<file path="src/rtl/i2c_target.sv">
// I2C target endpoint: acknowledges TGT_ADDR, captures 16-bit write words and serialises 16-bit read words.
// Optional build macro I2C_TGT_GLITCH_FILTER_EN adds a 3-sample majority filter after each input synchronizer.
module i2c_target #(
  parameter logic [6:0] TGT_ADDR = 7'h55
) (
  input  logic        CLK,
  input  logic        RST,
  input  logic        SCL,
  input  logic        SDA_IN,
  output logic        SDA_OE,
  output logic        SDA_OUT,
  input  logic [15:0] TX_DATA,
  output logic        TX_STB,
  output logic [15:0] RX_DATA,
  output logic        RX_STB,
  output logic        BUSY
);

  typedef enum logic [2:0] {
    IDLE, ADDR, ADDR_ACK, WR_BYTE, WR_ACK, RD_BYTE, RD_ACK, WAIT_STOP
  } state_e;

  logic [1:0] scl_sync_q, sda_sync_q;
  logic       scl_c, sda_c;
  logic       scl_prev_q, sda_prev_q;

  // NOTE: synchronizer and history flops reset to 1 (idle bus level) so reset release never looks like START/STOP.
  always_ff @(posedge CLK or negedge RST) begin
    if (!RST) begin
      scl_sync_q <= 2'b11;
      sda_sync_q <= 2'b11;
    end else begin
      scl_sync_q <= {scl_sync_q[0], SCL};
      sda_sync_q <= {sda_sync_q[0], SDA_IN};
    end
  end

`ifdef I2C_TGT_GLITCH_FILTER_EN
  logic [1:0] scl_hist_q, sda_hist_q;
  logic       scl_filt_q, sda_filt_q;

  function automatic logic maj3(input logic a, input logic b, input logic c);
    return (a & b) | (a & c) | (b & c);
  endfunction

  always_ff @(posedge CLK or negedge RST) begin
    if (!RST) begin
      scl_hist_q <= 2'b11;
      sda_hist_q <= 2'b11;
      scl_filt_q <= 1'b1;
      sda_filt_q <= 1'b1;
    end else begin
      scl_hist_q <= {scl_hist_q[0], scl_sync_q[1]};
      sda_hist_q <= {sda_hist_q[0], sda_sync_q[1]};
      scl_filt_q <= maj3(scl_sync_q[1], scl_hist_q[0], scl_hist_q[1]);
      sda_filt_q <= maj3(sda_sync_q[1], sda_hist_q[0], sda_hist_q[1]);
    end
  end

  assign scl_c = scl_filt_q;
  assign sda_c = sda_filt_q;
`else
  assign scl_c = scl_sync_q[1];
  assign sda_c = sda_sync_q[1];
`endif

  always_ff @(posedge CLK or negedge RST) begin
    if (!RST) begin
      scl_prev_q <= 1'b1;
      sda_prev_q <= 1'b1;
    end else begin
      scl_prev_q <= scl_c;
      sda_prev_q <= sda_c;
    end
  end

  logic scl_rise, scl_fall, start_det, stop_det;
  assign scl_rise  = scl_c & ~scl_prev_q;
  assign scl_fall  = ~scl_c & scl_prev_q;
  assign start_det = scl_c & scl_prev_q & sda_prev_q & ~sda_c;
  assign stop_det  = scl_c & scl_prev_q & ~sda_prev_q & sda_c;

  state_e      state_q;
  logic [3:0]  bit_cnt_q;
  logic        byte_cnt_q;
  logic        rw_q;
  logic [6:0]  shift_q;
  logic [15:0] shadow_q, tx_q, rx_data_q;
  logic        rx_stb_q, tx_stb_q, busy_q, sda_oe_q, sda_out_q;

  logic [7:0]  shift_d, rd_byte;
  logic        rd_bit;

  // NOTE: every always_comb output is assigned on all paths, so no latch is inferred.
  always_comb begin
    shift_d = {shift_q, sda_c};
    rd_byte = byte_cnt_q ? tx_q[7:0] : tx_q[15:8];
    rd_bit  = rd_byte[~bit_cnt_q[2:0]];
  end

  // NOTE: all sequential state uses non-blocking assignments so every flop sees pre-edge values.
  always_ff @(posedge CLK or negedge RST) begin
    if (!RST) begin
      state_q    <= IDLE;
      bit_cnt_q  <= '0;
      byte_cnt_q <= 1'b0;
      rw_q       <= 1'b0;
      shift_q    <= '0;
      shadow_q   <= '0;
      tx_q       <= '0;
      rx_data_q  <= '0;
      rx_stb_q   <= 1'b0;
      tx_stb_q   <= 1'b0;
      busy_q     <= 1'b0;
      sda_oe_q   <= 1'b0;
      sda_out_q  <= 1'b1;
    end else begin
      rx_stb_q <= 1'b0;
      tx_stb_q <= 1'b0;
      if (stop_det) begin
        state_q   <= IDLE;
        sda_oe_q  <= 1'b0;
        sda_out_q <= 1'b1;
        busy_q    <= 1'b0;
      end else if (start_det) begin
        state_q    <= ADDR;
        bit_cnt_q  <= '0;
        byte_cnt_q <= 1'b0;
        shadow_q   <= '0;
        sda_oe_q   <= 1'b0;
        sda_out_q  <= 1'b1;
      end else begin
        unique case (state_q)
          ADDR: if (scl_rise) begin
            shift_q   <= shift_d[6:0];
            bit_cnt_q <= bit_cnt_q + 4'd1;
            if (bit_cnt_q == 4'd7) begin
              bit_cnt_q <= '0;
              if (shift_d[7:1] == TGT_ADDR) begin
                state_q <= ADDR_ACK;
                rw_q    <= shift_d[0];
                busy_q  <= 1'b1;
                if (shift_d[0]) begin
                  tx_q     <= TX_DATA;
                  tx_stb_q <= 1'b1;
                end
              end else begin
                state_q <= WAIT_STOP;
              end
            end
          end
          // The first fall starts the ACK bit, the second one ends it.
          ADDR_ACK: if (scl_fall) begin
            if (!sda_oe_q) begin
              sda_oe_q  <= 1'b1;
              sda_out_q <= 1'b0;
            end else if (rw_q) begin
              state_q   <= RD_BYTE;
              sda_out_q <= rd_bit;
              bit_cnt_q <= bit_cnt_q + 4'd1;
            end else begin
              state_q   <= WR_BYTE;
              sda_oe_q  <= 1'b0;
              sda_out_q <= 1'b1;
            end
          end
          WR_BYTE: if (scl_rise) begin
            shift_q   <= shift_d[6:0];
            bit_cnt_q <= bit_cnt_q + 4'd1;
            if (bit_cnt_q == 4'd7) begin
              bit_cnt_q <= '0;
              state_q   <= WR_ACK;
              if (byte_cnt_q) shadow_q[7:0]  <= shift_d;
              else            shadow_q[15:8] <= shift_d;
            end
          end
          WR_ACK: if (scl_fall) begin
            if (!sda_oe_q) begin
              sda_oe_q  <= 1'b1;
              sda_out_q <= 1'b0;
            end else begin
              sda_oe_q  <= 1'b0;
              sda_out_q <= 1'b1;
              if (byte_cnt_q) begin
                rx_data_q <= shadow_q;
                rx_stb_q  <= 1'b1;
                state_q   <= WAIT_STOP;
              end else begin
                byte_cnt_q <= 1'b1;
                state_q    <= WR_BYTE;
              end
            end
          end
          RD_BYTE: if (scl_fall) begin
            if (bit_cnt_q == 4'd8) begin
              sda_oe_q  <= 1'b0;
              sda_out_q <= 1'b1;
              bit_cnt_q <= '0;
              state_q   <= RD_ACK;
            end else begin
              sda_oe_q  <= 1'b1;
              sda_out_q <= rd_bit;
              bit_cnt_q <= bit_cnt_q + 4'd1;
            end
          end
          RD_ACK: if (scl_rise) begin
            if (!sda_c && !byte_cnt_q) begin
              byte_cnt_q <= 1'b1;
              state_q    <= RD_BYTE;
            end else begin
              state_q <= WAIT_STOP;
            end
          end
          default: ;
        endcase
      end
    end
  end

  assign SDA_OE  = sda_oe_q;
  assign SDA_OUT = sda_out_q;
  assign TX_STB  = tx_stb_q;
  assign RX_DATA = rx_data_q;
  assign RX_STB  = rx_stb_q;
  assign BUSY    = busy_q;

endmodule

</file>
<file path="config.mk">
export PLATFORM = sky130hd
export DESIGN_NAME = i2c_target
export DESIGN_NICKNAME = d
export VERILOG_FILES = /design/src/rtl/i2c_target.sv
export SDC_FILE = /design/constraint.sdc
export NUM_CORES = 1
export LEC_CHECK = 0
export CELL_PAD_IN_SITES_DETAIL_PLACEMENT = 0
export CELL_PAD_IN_SITES_GLOBAL_PLACEMENT = 1
export CORE_ASPECT_RATIO = 2
export CORE_UTILIZATION = 35
export CTS_BUF_LIST = sky130_fd_sc_hd__clkbuf_4 sky130_fd_sc_hd__clkbuf_8
export DETAILED_ROUTE_END_ITERATION = 7
export PLACE_DENSITY = 0.62
export SLEW_MARGIN = 0
export SYNTH_ARGS = -nofsm -noshare
export SYNTH_HDL_FRONTEND = slang
export SYNTH_SLANG_ARGS = --single-unit
</file>
<file path="constraint.sdc">
create_clock -name CLK -period 2.45 [get_ports CLK]
set_input_delay 0.245 -clock CLK [delete_from_list [all_inputs] [get_ports CLK]]
set_output_delay 0.245 -clock CLK [all_outputs]
set_load 0.02 [all_outputs]
</file>
==> results by group <==
Run status
  – Status: finished, final reports clean

Detailed routing
  – WL/cell: 16.8 µm
  – Length of the first detailed-routing pass in iterations: 4
  – DR vias: 2548
  – Drt drc: 0
  – Final ANT Viol Nets: 0
  – Post-Route WL: 8530 µm
  – Vias per std cell: 5.02
  – Iter 0 DRT Violations: 104

Min path
  – HP Class: in2async

Yosys
  – Largest area contributor in the netlist: dfrtp_1
  – Area fraction of the dominant cell type after synthesis: 0.491
  – Post-synthesis cell count: 325
  – #FFs+latches synth: 75
  – Unique masters post-synth: 62
  – Syn Nets: 347
  – Largest cells by area after synthesis: dfrtp_1, nand2_1, mux2_1
  – Post-synth EDFFs: 0
  – Ys flop type: dfrtp_1
  – Post-synth ARST share: 1.00
  – Mapped Area: 0.00346 mm²
  – Sequential share of the synthesized area: 0.544
  – Warnings from Yosys: 0
  – Syn_area_per_cell: 10.7 µm²

GRT
  – Number of global-route vias before repair: 2682
  – GRT overflow: 0
  – Largest net degree at the start of global routing: 76
  – First-pass GRT wire length: 13800 µm
  – Overall Global Routing Usage: 0.184
  – Initial antenna violation count: 0

Critical path
  – Critical-path maximum fanout: 9
  – CP Launch Type: flop
  – Max stage delay on crit path: 0.54 ns
  – Arr. time, crit path: 2.44 ns
  – Worst path cell trace: buf_4 > inv_1 > o21ai_0 > a221o_1 > or4_4 > o211ai_2
  – Nature of the critical path endpoint: flop
  – Top delay family on crit path: compound AO/OA/AOI/OAI gates
  – CP Buf/Inv Count: 2
  – CP max-delay cell: or4_4
  – Kind of critical path: reg2reg
  – Crit path required time: 2.72 ns

Timing
  – Min cycle time layout: 2.17 ns
  – Fin Clk Skew: 0.0104 ns
  – Finish-stage setup viols: 0
  – Max Clk Rate: 461 MHz
  – Setup repair after global routing missed its margin: no
  – Setup TNS: 0 ns
  – Max Slew Vio Count: 0
  – Slew headroom: 0.357
  – Hold Fails Final Rpt: 0
  – Fin crit share: 0.886
  – Worst slew pin tran: 0.965 ns

Clocking
  – Cts hold-fix bufs: 0
  – Clock sink count: 75
  – Cts bufs inserted: 9
  – CTS tree: yes
  – Post-CTS Setup Inserts: 0
  – Clk Latency, worst-skew pair: 0.36 ns
  – Max Root-Sink Buffers: 2
  – Reg clk slew, reported paths: 0.07 ns
  – Root Buffer: clkbuf_8
  – Post_cts resized: 0
  – H-tree lvl count: 3

Run
  – Max_cap viols: 0

Power
  – VDD IR-drop max: 0.399 mV
  – Switching part of the total power: 0.360
  – Internal: 2.56 mW
  – Clock share of power: 0.246
  – Flop pwr share: 0.429
  – Logic pwr share: 0.325
  – PD cells: 938 mW/mm²
  – Pwr Total: 3.99 mW
  – Pleak: 1.99 nW
  – Switch Pwr: 1.44 mW

Die
  – Row count: 51
  – Core box area: 0.00970 mm²
  – Die X: 72.4 µm
  – IO Pins: 41
  – Die area: 0.0103 mm²
  – Initial Util: 0.357
  – Die Y: 143 µm

Final layout
  – Share of cells above drive strength 1: 0.149
  – Fillers: 991
  – Multi-input logic area: 0.00142 mm²
  – Antenna diodes: 0
  – Layout area overhead: 22.8%
  – Total Nets Final: 394
  – Reg area: 0.00189 mm²

Placement
  – Routability cong.: 0.912
  – Port buffer count: 40
  – Final HPWL DP: 6400 µm
==> final timing paths <==
path / from / endpoint / slack [ns] / cells after the start
max reg2reg: state_q[2] / bit_cnt_q[3] / 0.28 / 6
max: state_q[2] / bit_cnt_q[3] / 0.28 / 6
max in group asynchronous: RST / bit_cnt_q[1] / 1.79 / 1
min in group CLK: SDA_IN / sda_sync_q[0] / 0.29 / 1
min reg2reg: sda_sync_q[0] / sda_sync_q[1] / 0.36 / 0
min: RST / RX_DATA[8] / 0.03 / 1
==> state kept, by name, summed over array words and instances, names as in the netlist <==
register	cells
SDA_OE	1
BUSY	1
scl_prev_q	1
RX_STB	1
RX_DATA	16
sda_sync_q	2
SDA_OUT	1
shift_q	7
bit_cnt_q	4
state_q	3
scl_sync_q	2
byte_cnt_q	1
tx_q	16
shadow_q	16
TX_STB	1
sda_prev_q	1
rw_q	1
==> stage by stage <==
stage | setup WS (ns) | hold WS (ns) | utilization | instances | cell area [µm²]
floorplan | 0.410 | -0.0506 | - | 325 | 3460
global placement | 0.296 | 0.346 | 0.418 | 493 | 4050
detailed placement | 0.303 | 0.349 | 0.418 | 493 | 4050
CTS | 0.273 | 0.0702 | 0.439 | 508 | 4250
global route | 0.196 | 0.106 | 0.439 | 508 | 4250
finish | 0.279 | 0.0343 | 0.439 | 508 | 4250
==> Yosys cell counts (3+ instances only) <==
cell,n
buf_4,3
nor3_1,3
nor2_1,7
nand3_1,3
o21ai_0,10
nand2_1,80
o22ai_1,3
a21o_1,3
buf_2,7
dfrtp_1,68
nor2b_1,3
clkbuf_1,8
dfstp_2,7
mux2_2,8
o311ai_0,3
mux2_1,17
inv_1,9
mux2i_1,5
nand2b_1,5
a31oi_1,4
o21ai_1,12
o31a_1,3
a21oi_1,3
==> cells in the final DEF, fill, tap and decap left out, types with 3 or more instances in the layout <==
cell type and count:
a21o_1 3, a21oi_1 3, a31oi_1 4, buf_4 17, clkbuf_8 11, clkdlybuf4s50_1 39
dfrtp_1 68, dfstp_2 7, inv_1 9, mux2_1 17, mux2_2 8, mux2i_1 5
nand2_1 80, nand2b_1 5, nand3_1 3, nor2_1 7, nor2b_1 3, nor3_1 3
o21ai_0 10, o21ai_1 12, o22ai_1 3, o311ai_0 3, o31a_1 3
==> area by class of cell <==
cell class / count / share of cell area
Sequential cell: 75 / 0.443
Multi-Input combinational cell: 218 / 0.335
Timing Repair Buffer: 57 / 0.126
Tap cell: 132 / 0.0388
Clock buffer: 11 / 0.0356
Clock inverter: 4 / 0.0115
Inverter: 11 / 0.00971
==> worst reg2reg max path, cell delays in order, from the launching register on <==
cell      delay, ns
dfrtp_1        0.47
buf_4          0.21
inv_1          0.20
o21ai_0        0.14
a221o_1        0.45
or4_4          0.54
o211ai_2       0.08
==> per-layer routing <==
metal  wire, µm  vias to the layer above  GRT usage
met4        287                        0     0.0918
met2       5120                       55      0.359
met5          0                        -          0
li1           -                     1224          -
met1       2900                     1251      0.170
met3        216                       18     0.0409
==> cells by family (layout without fill, tap and decap cells) <==
| family | Yosys count | in the layout | share of synthesized area |
|---|---|---|---|
| AO/OA/AOI/OAI | 62 | 62 | 0.122 |
| adder cells (fa/ha/maj) | 2 | 2 | 0.00722 |
| buffers and inverters | 32 | 83 | 0.0448 |
| flip-flops | 75 | 75 | 0.544 |
| multiplexers | 32 | 32 | 0.109 |
| AND/OR/NAND/NOR | 122 | 122 | 0.173 |
==> power by group through the flow <==
stage	logic, mW	registers, mW	clock network, mW
finish	1.30	1.71	0.981
global route	1.42	1.75	1.06
CTS	1.31	1.72	1.02
detailed placement	1.31	1.74	0
global placement	1.30	1.73	0
floorplan	0.874	1.66	0
No activity file was read; power rests on OpenSTA's default activity.
